--- src/rtl/axis_uart.sv ---
`timescale 1ns/1ps
// axis_uart: full-duplex 8N1 UART with AXI-Stream byte ports and a run-time baud prescale.
// Define AXIS_UART_RX_SYNC_EN to pass rxd through a two-flop synchronizer (adds 2 cycles of RX latency).
module axis_uart #(
    parameter int DATA_WIDTH = 8
) (
    input  logic                  clk,
    input  logic                  rst,
    input  logic [DATA_WIDTH-1:0] input_axis_tdata,
    input  logic                  input_axis_tvalid,
    output logic                  input_axis_tready,
    output logic [DATA_WIDTH-1:0] output_axis_tdata,
    output logic                  output_axis_tvalid,
    input  logic                  output_axis_tready,
    input  logic                  rxd,
    output logic                  txd,
    input  logic [15:0]           prescale,
    output logic                  tx_busy,
    output logic                  rx_busy,
    output logic                  rx_overrun_error,
    output logic                  rx_frame_error
);

    localparam int TW = 19;
    localparam int IW = $clog2(DATA_WIDTH);
    localparam logic [IW-1:0] LAST_IDX = IW'(DATA_WIDTH - 1);

    typedef enum logic [2:0] {TX_IDLE, TX_LOAD, TX_START, TX_DATA, TX_STOP} tx_state_t;
    typedef enum logic [1:0] {RX_IDLE, RX_START, RX_DATA, RX_STOP} rx_state_t;

    // Timer reload values: a full bit is 8P cycles, the start-bit midpoint is 4P.
    logic [15:0]   p_eff;
    logic [TW-1:0] bit_len;
    logic [TW-1:0] half_len;

    assign p_eff    = (prescale == 16'd0) ? 16'd1 : prescale;
    assign bit_len  = {p_eff, 3'b000} - TW'(1);
    assign half_len = {1'b0, p_eff, 2'b00} - TW'(1);

    logic rx_in;

`ifdef AXIS_UART_RX_SYNC_EN
    logic [1:0] rx_sync;

    always_ff @(posedge clk) begin
        if (rst) rx_sync <= 2'b11;
        else     rx_sync <= {rx_sync[0], rxd};
    end

    assign rx_in = rx_sync[1];
`else
    assign rx_in = rxd;
`endif

    // ---------------- transmitter ----------------
    tx_state_t             tx_state, tx_state_d;
    logic [TW-1:0]         tx_timer, tx_timer_d;
    logic [TW-1:0]         tx_len, tx_len_d;
    logic [IW-1:0]         tx_idx, tx_idx_d;
    logic [DATA_WIDTH-1:0] tx_shift, tx_shift_d;
    logic                  txd_d, tx_ready_d, tx_busy_d;

    always_ff @(posedge clk) begin
        // NOTE: state registers use non-blocking assignments so every flop samples pre-edge values.
        if (rst) begin
            tx_state          <= TX_IDLE;
            tx_timer          <= '0;
            tx_len            <= '0;
            tx_idx            <= '0;
            tx_shift          <= '0;
            txd               <= 1'b1;
            input_axis_tready <= 1'b0;
            tx_busy           <= 1'b0;
        end else begin
            tx_state          <= tx_state_d;
            tx_timer          <= tx_timer_d;
            tx_len            <= tx_len_d;
            tx_idx            <= tx_idx_d;
            tx_shift          <= tx_shift_d;
            txd               <= txd_d;
            input_axis_tready <= tx_ready_d;
            tx_busy           <= tx_busy_d;
        end
    end

    always_comb begin
        // NOTE: every target gets a hold value first so no path through this block infers a latch.
        tx_state_d = tx_state;
        tx_timer_d = tx_timer;
        tx_len_d   = tx_len;
        tx_idx_d   = tx_idx;
        tx_shift_d = tx_shift;
        txd_d      = txd;
        tx_ready_d = input_axis_tready;
        tx_busy_d  = tx_busy;

        unique case (tx_state)
            TX_IDLE: begin
                tx_ready_d = 1'b1;
                if (input_axis_tvalid && input_axis_tready) begin
                    tx_shift_d = input_axis_tdata;
                    tx_len_d   = bit_len;
                    tx_ready_d = 1'b0;
                    tx_busy_d  = 1'b1;
                    tx_state_d = TX_LOAD;
                end
            end
            TX_LOAD: begin
                txd_d      = 1'b0;
                tx_timer_d = tx_len;
                tx_state_d = TX_START;
            end
            TX_START: begin
                if (tx_timer == '0) begin
                    txd_d      = tx_shift[0];
                    tx_shift_d = tx_shift >> 1;
                    tx_idx_d   = '0;
                    tx_timer_d = tx_len;
                    tx_state_d = TX_DATA;
                end else begin
                    tx_timer_d = tx_timer - TW'(1);
                end
            end
            TX_DATA: begin
                if (tx_timer == '0) begin
                    tx_timer_d = tx_len;
                    if (tx_idx == LAST_IDX) begin
                        txd_d      = 1'b1;
                        tx_state_d = TX_STOP;
                    end else begin
                        txd_d      = tx_shift[0];
                        tx_shift_d = tx_shift >> 1;
                        tx_idx_d   = tx_idx + IW'(1);
                    end
                end else begin
                    tx_timer_d = tx_timer - TW'(1);
                end
            end
            TX_STOP: begin
                if (tx_timer == '0) begin
                    tx_ready_d = 1'b1;
                    tx_busy_d  = 1'b0;
                    tx_state_d = TX_IDLE;
                end else begin
                    tx_timer_d = tx_timer - TW'(1);
                end
            end
            default: tx_state_d = TX_IDLE;
        endcase
    end

    // ---------------- receiver ----------------
    rx_state_t             rx_state, rx_state_d;
    logic [TW-1:0]         rx_timer, rx_timer_d;
    logic [TW-1:0]         rx_len, rx_len_d;
    logic [IW-1:0]         rx_idx, rx_idx_d;
    logic [DATA_WIDTH-1:0] rx_shift, rx_shift_d;
    logic                  rx_busy_d;
    logic                  rx_done, rx_done_d;
    logic                  rx_stop, rx_stop_d;
    logic [DATA_WIDTH-1:0] rx_tdata_d;
    logic                  rx_tvalid_d, rx_ovr_d, rx_ferr_d;

    always_ff @(posedge clk) begin
        if (rst) begin
            rx_state           <= RX_IDLE;
            rx_timer           <= '0;
            rx_len             <= '0;
            rx_idx             <= '0;
            rx_shift           <= '0;
            rx_busy            <= 1'b0;
            rx_done            <= 1'b0;
            rx_stop            <= 1'b0;
            output_axis_tdata  <= '0;
            output_axis_tvalid <= 1'b0;
            rx_overrun_error   <= 1'b0;
            rx_frame_error     <= 1'b0;
        end else begin
            rx_state           <= rx_state_d;
            rx_timer           <= rx_timer_d;
            rx_len             <= rx_len_d;
            rx_idx             <= rx_idx_d;
            rx_shift           <= rx_shift_d;
            rx_busy            <= rx_busy_d;
            rx_done            <= rx_done_d;
            rx_stop            <= rx_stop_d;
            output_axis_tdata  <= rx_tdata_d;
            output_axis_tvalid <= rx_tvalid_d;
            rx_overrun_error   <= rx_ovr_d;
            rx_frame_error     <= rx_ferr_d;
        end
    end

    always_comb begin
        rx_state_d = rx_state;
        rx_timer_d = rx_timer;
        rx_len_d   = rx_len;
        rx_idx_d   = rx_idx;
        rx_shift_d = rx_shift;
        rx_busy_d  = rx_busy;
        rx_done_d  = 1'b0;
        rx_stop_d  = rx_stop;

        unique case (rx_state)
            RX_IDLE: begin
                if (!rx_in) begin
                    rx_len_d   = bit_len;
                    rx_timer_d = half_len;
                    rx_busy_d  = 1'b1;
                    rx_state_d = RX_START;
                end
            end
            RX_START: begin
                if (rx_timer == '0) begin
                    if (rx_in) begin
                        rx_busy_d  = 1'b0;
                        rx_state_d = RX_IDLE;
                    end else begin
                        rx_idx_d   = '0;
                        rx_timer_d = rx_len;
                        rx_state_d = RX_DATA;
                    end
                end else begin
                    rx_timer_d = rx_timer - TW'(1);
                end
            end
            RX_DATA: begin
                if (rx_timer == '0) begin
                    rx_shift_d = {rx_in, rx_shift[DATA_WIDTH-1:1]};
                    rx_timer_d = rx_len;
                    if (rx_idx == LAST_IDX) rx_state_d = RX_STOP;
                    else                    rx_idx_d   = rx_idx + IW'(1);
                end else begin
                    rx_timer_d = rx_timer - TW'(1);
                end
            end
            RX_STOP: begin
                if (rx_timer == '0) begin
                    rx_done_d  = 1'b1;
                    rx_stop_d  = rx_in;
                    rx_busy_d  = 1'b0;
                    rx_state_d = RX_IDLE;
                end else begin
                    rx_timer_d = rx_timer - TW'(1);
                end
            end
            default: rx_state_d = RX_IDLE;
        endcase

        // Output stage runs one cycle behind the stop-bit sample; a new byte beats a same-cycle consume.
        rx_tdata_d  = output_axis_tdata;
        rx_tvalid_d = output_axis_tvalid && !output_axis_tready;
        rx_ovr_d    = 1'b0;
        rx_ferr_d   = 1'b0;
        if (rx_done) begin
            if (rx_stop) begin
                rx_tdata_d  = rx_shift;
                rx_tvalid_d = 1'b1;
                rx_ovr_d    = output_axis_tvalid && !output_axis_tready;
            end else begin
                rx_ferr_d   = 1'b1;
            end
        end
    end

endmodule

--- config.mk ---
export PLATFORM = sky130hd
export DESIGN_NAME = axis_uart
export DESIGN_NICKNAME = d
export VERILOG_FILES = /design/src/rtl/axis_uart.sv
export SDC_FILE = /design/constraint.sdc
export NUM_CORES = 1
export LEC_CHECK = 0
export BUFFER_PORTS_ARGS = -buffer_cell sky130_fd_sc_hd__buf_2
export CAP_MARGIN = 10
export CORE_ASPECT_RATIO = 0.6
export CORE_UTILIZATION = 60
export DETAILED_ROUTE_END_ITERATION = 8
export GPL_ROUTABILITY_DRIVEN = 0
export PLACE_DENSITY = 0.83
export SYNTH_ARGS = -nofsm -noshare
export SYNTH_HDL_FRONTEND = slang
export SYNTH_SLANG_ARGS = --single-unit
export TNS_END_PERCENT = 100
--- constraint.sdc ---
create_clock -name clk -period 2.9 [get_ports clk]
set_input_delay 0.29 -clock clk [delete_from_list [all_inputs] [get_ports clk]]
set_output_delay 0.29 -clock clk [all_outputs]
set_load 0.05 [all_outputs]
==> impl_metrics.py <==
metrics = {
    "status": {
        "status": "complete, no violations",
    },
    "sta": {
        "holdWs_ps": 133,
        "hold_violations": 0,
        "setup_tns_ps": 0,
        "rsz0062_at_grt": "false",
        "finalMaxSlewViolations": 0,
        "relSlewSlack_pct": 40.5,
        "max_freq_ghz": 0.370,
        "min_period_over_period_pct": 93.3,
        "setup_viol": 0,
        "min_period_ps": 2710,
        "fin_worst_skew_ps": 8.08,
        "tightest_slew_ps": 883,
    },
    "floorplan": {
        "initial_core_util_pct": 61.8,
        "ioPinCount": 44,
        "fp-row-count": 28,
        "die-area_mm2": 0.0106,
        "die_h_um": 80.0,
        "fp.dieW_um": 132,
        "core_mm2": 0.00984,
    },
    "power": {
        "finalPower_uw": 5430,
        "combPwrFrac_pct": 29.0,
        "intPower_uw": 3440,
        "max-vdd-ir-drop_uv": 634,
        "swShare_pct": 36.6,
        "p_leak_uw": 0.00264,
        "pwr_density_cell_mw_per_mm2": 766,
        "p_seq_share_pct": 35.2,
        "p_clk_share_pct": 35.7,
        "p_sw_uw": 1990,
    },
    "detailed_routing": {
        "vias": 6324,
        "drt_wl_total_um": 17700,
        "wire_per_inst_um": 18.3,
        "first_pass_iters": 8,
        "vias_per_cell": 6.55,
        "ant_nets": 0,
        "dr.first_iter.drc_count": 815,
        "drc": 0,
    },
    "synth": {
        "ys.flop_type": "dfxtp_1",
        "yosysUniqueCellTypes": 67,
        "synth_cells": 767,
        "yosys.area.top_type": "dfxtp_1",
        "synthArstFlopShare_pct": 0,
        "avgSynthCellArea_um2": 7.93,
        "syn_nets": 808,
        "yosys_warnings": 0,
        "synth_area_mm2": 0.00608,
        "synth-edff-count": 0,
        "ys_seq_elements": 116,
        "synth_top_area_share_pct": 38.2,
        "synthTopCellsByArea": "dfxtp_1, a21oi_1, nor2_1",
        "ys_seq_area_share_pct": 38.2,
    },
    "global_routing": {
        "grt_pass1_wl_um": 28300,
        "grt-ovfl-total": 0,
        "first_global_vias": 5584,
        "grt_max_degree": 74,
        "antenna_found_initial": 0,
        "grt.total_usage_pct": 33.9,
    },
    "cts": {
        "h-tree-depth": 4,
        "post_cts_resized": 0,
        "clockBufferDepth": 2,
        "cts_tree": "built",
        "post-cts-setup-buffer-count": 0,
        "clkSlewWorstSetupHoldPaths_ps": 60,
        "clock_sinks": 116,
        "clock_latency_ps": 410,
        "cts_inserted_buffers": 17,
        "cts-root-buf": "clkbuf_16",
        "holdBufCountCts": 0,
    },
    "worst_setup_path": {
        "endpoint_kind": "flop",
        "required_ps": 3180,
        "rr_worst_depth": 8,
        "critPathKind": "flop to flop",
        "crit_fanout": 11,
        "cp_data_arrival_time_ps": 2990,
        "rr_endpoint": "rx_timer[9]",
        "rrSetupSlack_ps": 190,
        "worstSetupStartpointType": "flop",
        "rr_startpoint": "rx_timer[0]",
    },
    "worst_hold_path": {
        "hp-class": "primary input to flop",
        "whs_path_depth": 2,
        "hold_path_end": "tx_shift[7]",
        "hp-start": "input_axis_tdata[7]",
    },
    "job": {
        "maxCapViolCount": 0,
    },
    "finish": {
        "final_cell_mix": "dfxtp_1, nor2_1, a21oi_1",
        "area_growth_pct": 16.5,
        "drive_above_1_share_pct": 14.9,
        "final_common_cell": "dfxtp_1",
        "final_nets": 858,
        "fin_util_pct": 72.0,
        "fin_cells": 965,
        "n_antenna_cell": 0,
    },
    "placement": {
        "io_buffers": 43,
        "placed_cells": 933,
        "dp_hpwl_um": 12200,
    },
}
-- sequential cells by signal (all words and copies together), names as in the netlist, 3 cells and up, named ones only --
signal,cells
rx_shift,8
tx_state,3
tx_timer,19
output_axis_tdata,8
rx_len,17
tx_shift,8
rx_timer,19
tx_len,17
rx_idx,3
tx_idx,3
-- per-stage QoR --
stage	instance area [um2]	setup WS, ps
final	7090	195
after detailed placement	6540	-17.8
after floorplan	6080	207
after global placement	6540	150
after CTS	7090	257
after global routing	7090	15.5
-- per-layer routing --
layer	track usage [%]	up-vias	part of all wire (%)
met3	9.08	47	12
met1	48.5	2946	44
met2	49.8	402	42
met4	9.07	0	1.7
li1	-	2929	-
met5	0	-	0
-- synthesized netlist by cell type (10+ instances only) --
master and count:
a211oi_1 39, nand2_1 81, xnor2_1 15, a31oi_1 10
o21ai_0 38, dfxtp_1 116, nor3_1 31, nand3_1 16
a21oi_1 84, ha_1 12, xor2_1 10, mux2i_1 14
nor4_1 11, clkbuf_1 32, inv_1 18, nor2_1 88
-- power groups by stage --
| stage | combinational (uW) | clock [uW] | sequential, uW |
|---|---|---|---|
| global placement | 1460 | 0 | 1920 |
| detailed placement | 1500 | 0 | 1930 |
| finish | 1580 | 1940 | 1910 |
| global route | 1710 | 2030 | 1930 |
| CTS | 1530 | 1950 | 1900 |
| floorplan | 1080 | 0 | 1920 |
-- worst max-delay path, cell delays in order (launching register included) --
cell,delay (ps)
dfxtp_1,330
inv_1,80
ha_1,210
or3b_2,460
or3_1,330
or2_1,340
o21a_1,370
nand3_1,320
o21ai_0,140
-- final cells by class --
cell class              instances  area [um2]
multi-input cells             585        3490
fillers                       759        2760
flip-flops and latches        116        2320
repair buffers                 77         485
clock buffers                  17         425
well taps                     135         169
clock inverters                15         121
inverters                      20        75.1
-- cells by family (layout without fill, tap and decap cells) --
logic type,count (synthesis),count (layout),synth area share [%]
compound gates,240,240,25.5
xor+xnor,25,25,3.60
fa+ha+maj,12,12,2.47
buf+inv,66,129,4.57
flops,116,116,38.2
mux,15,15,2.49
simple gates,293,293,23.2
-- worst max path at each step --
stage	from	end	slack (ps)	depth (start not counted)
5_1_grt	rx_timer[0]	rx_timer[9]	20	8
4_1_cts	rx_timer[0]	rx_timer[9]	260	8
3_5_place_dp	prescale[0]	rx_timer[16]	-20	11
2_1_floorplan	prescale[0]	rx_timer[16]	210	10
3_3_place_gp	prescale[0]	rx_timer[16]	150	11
6_report	rx_timer[0]	rx_timer[9]	190	8
No activity file was read; power rests on OpenSTA's default activity.
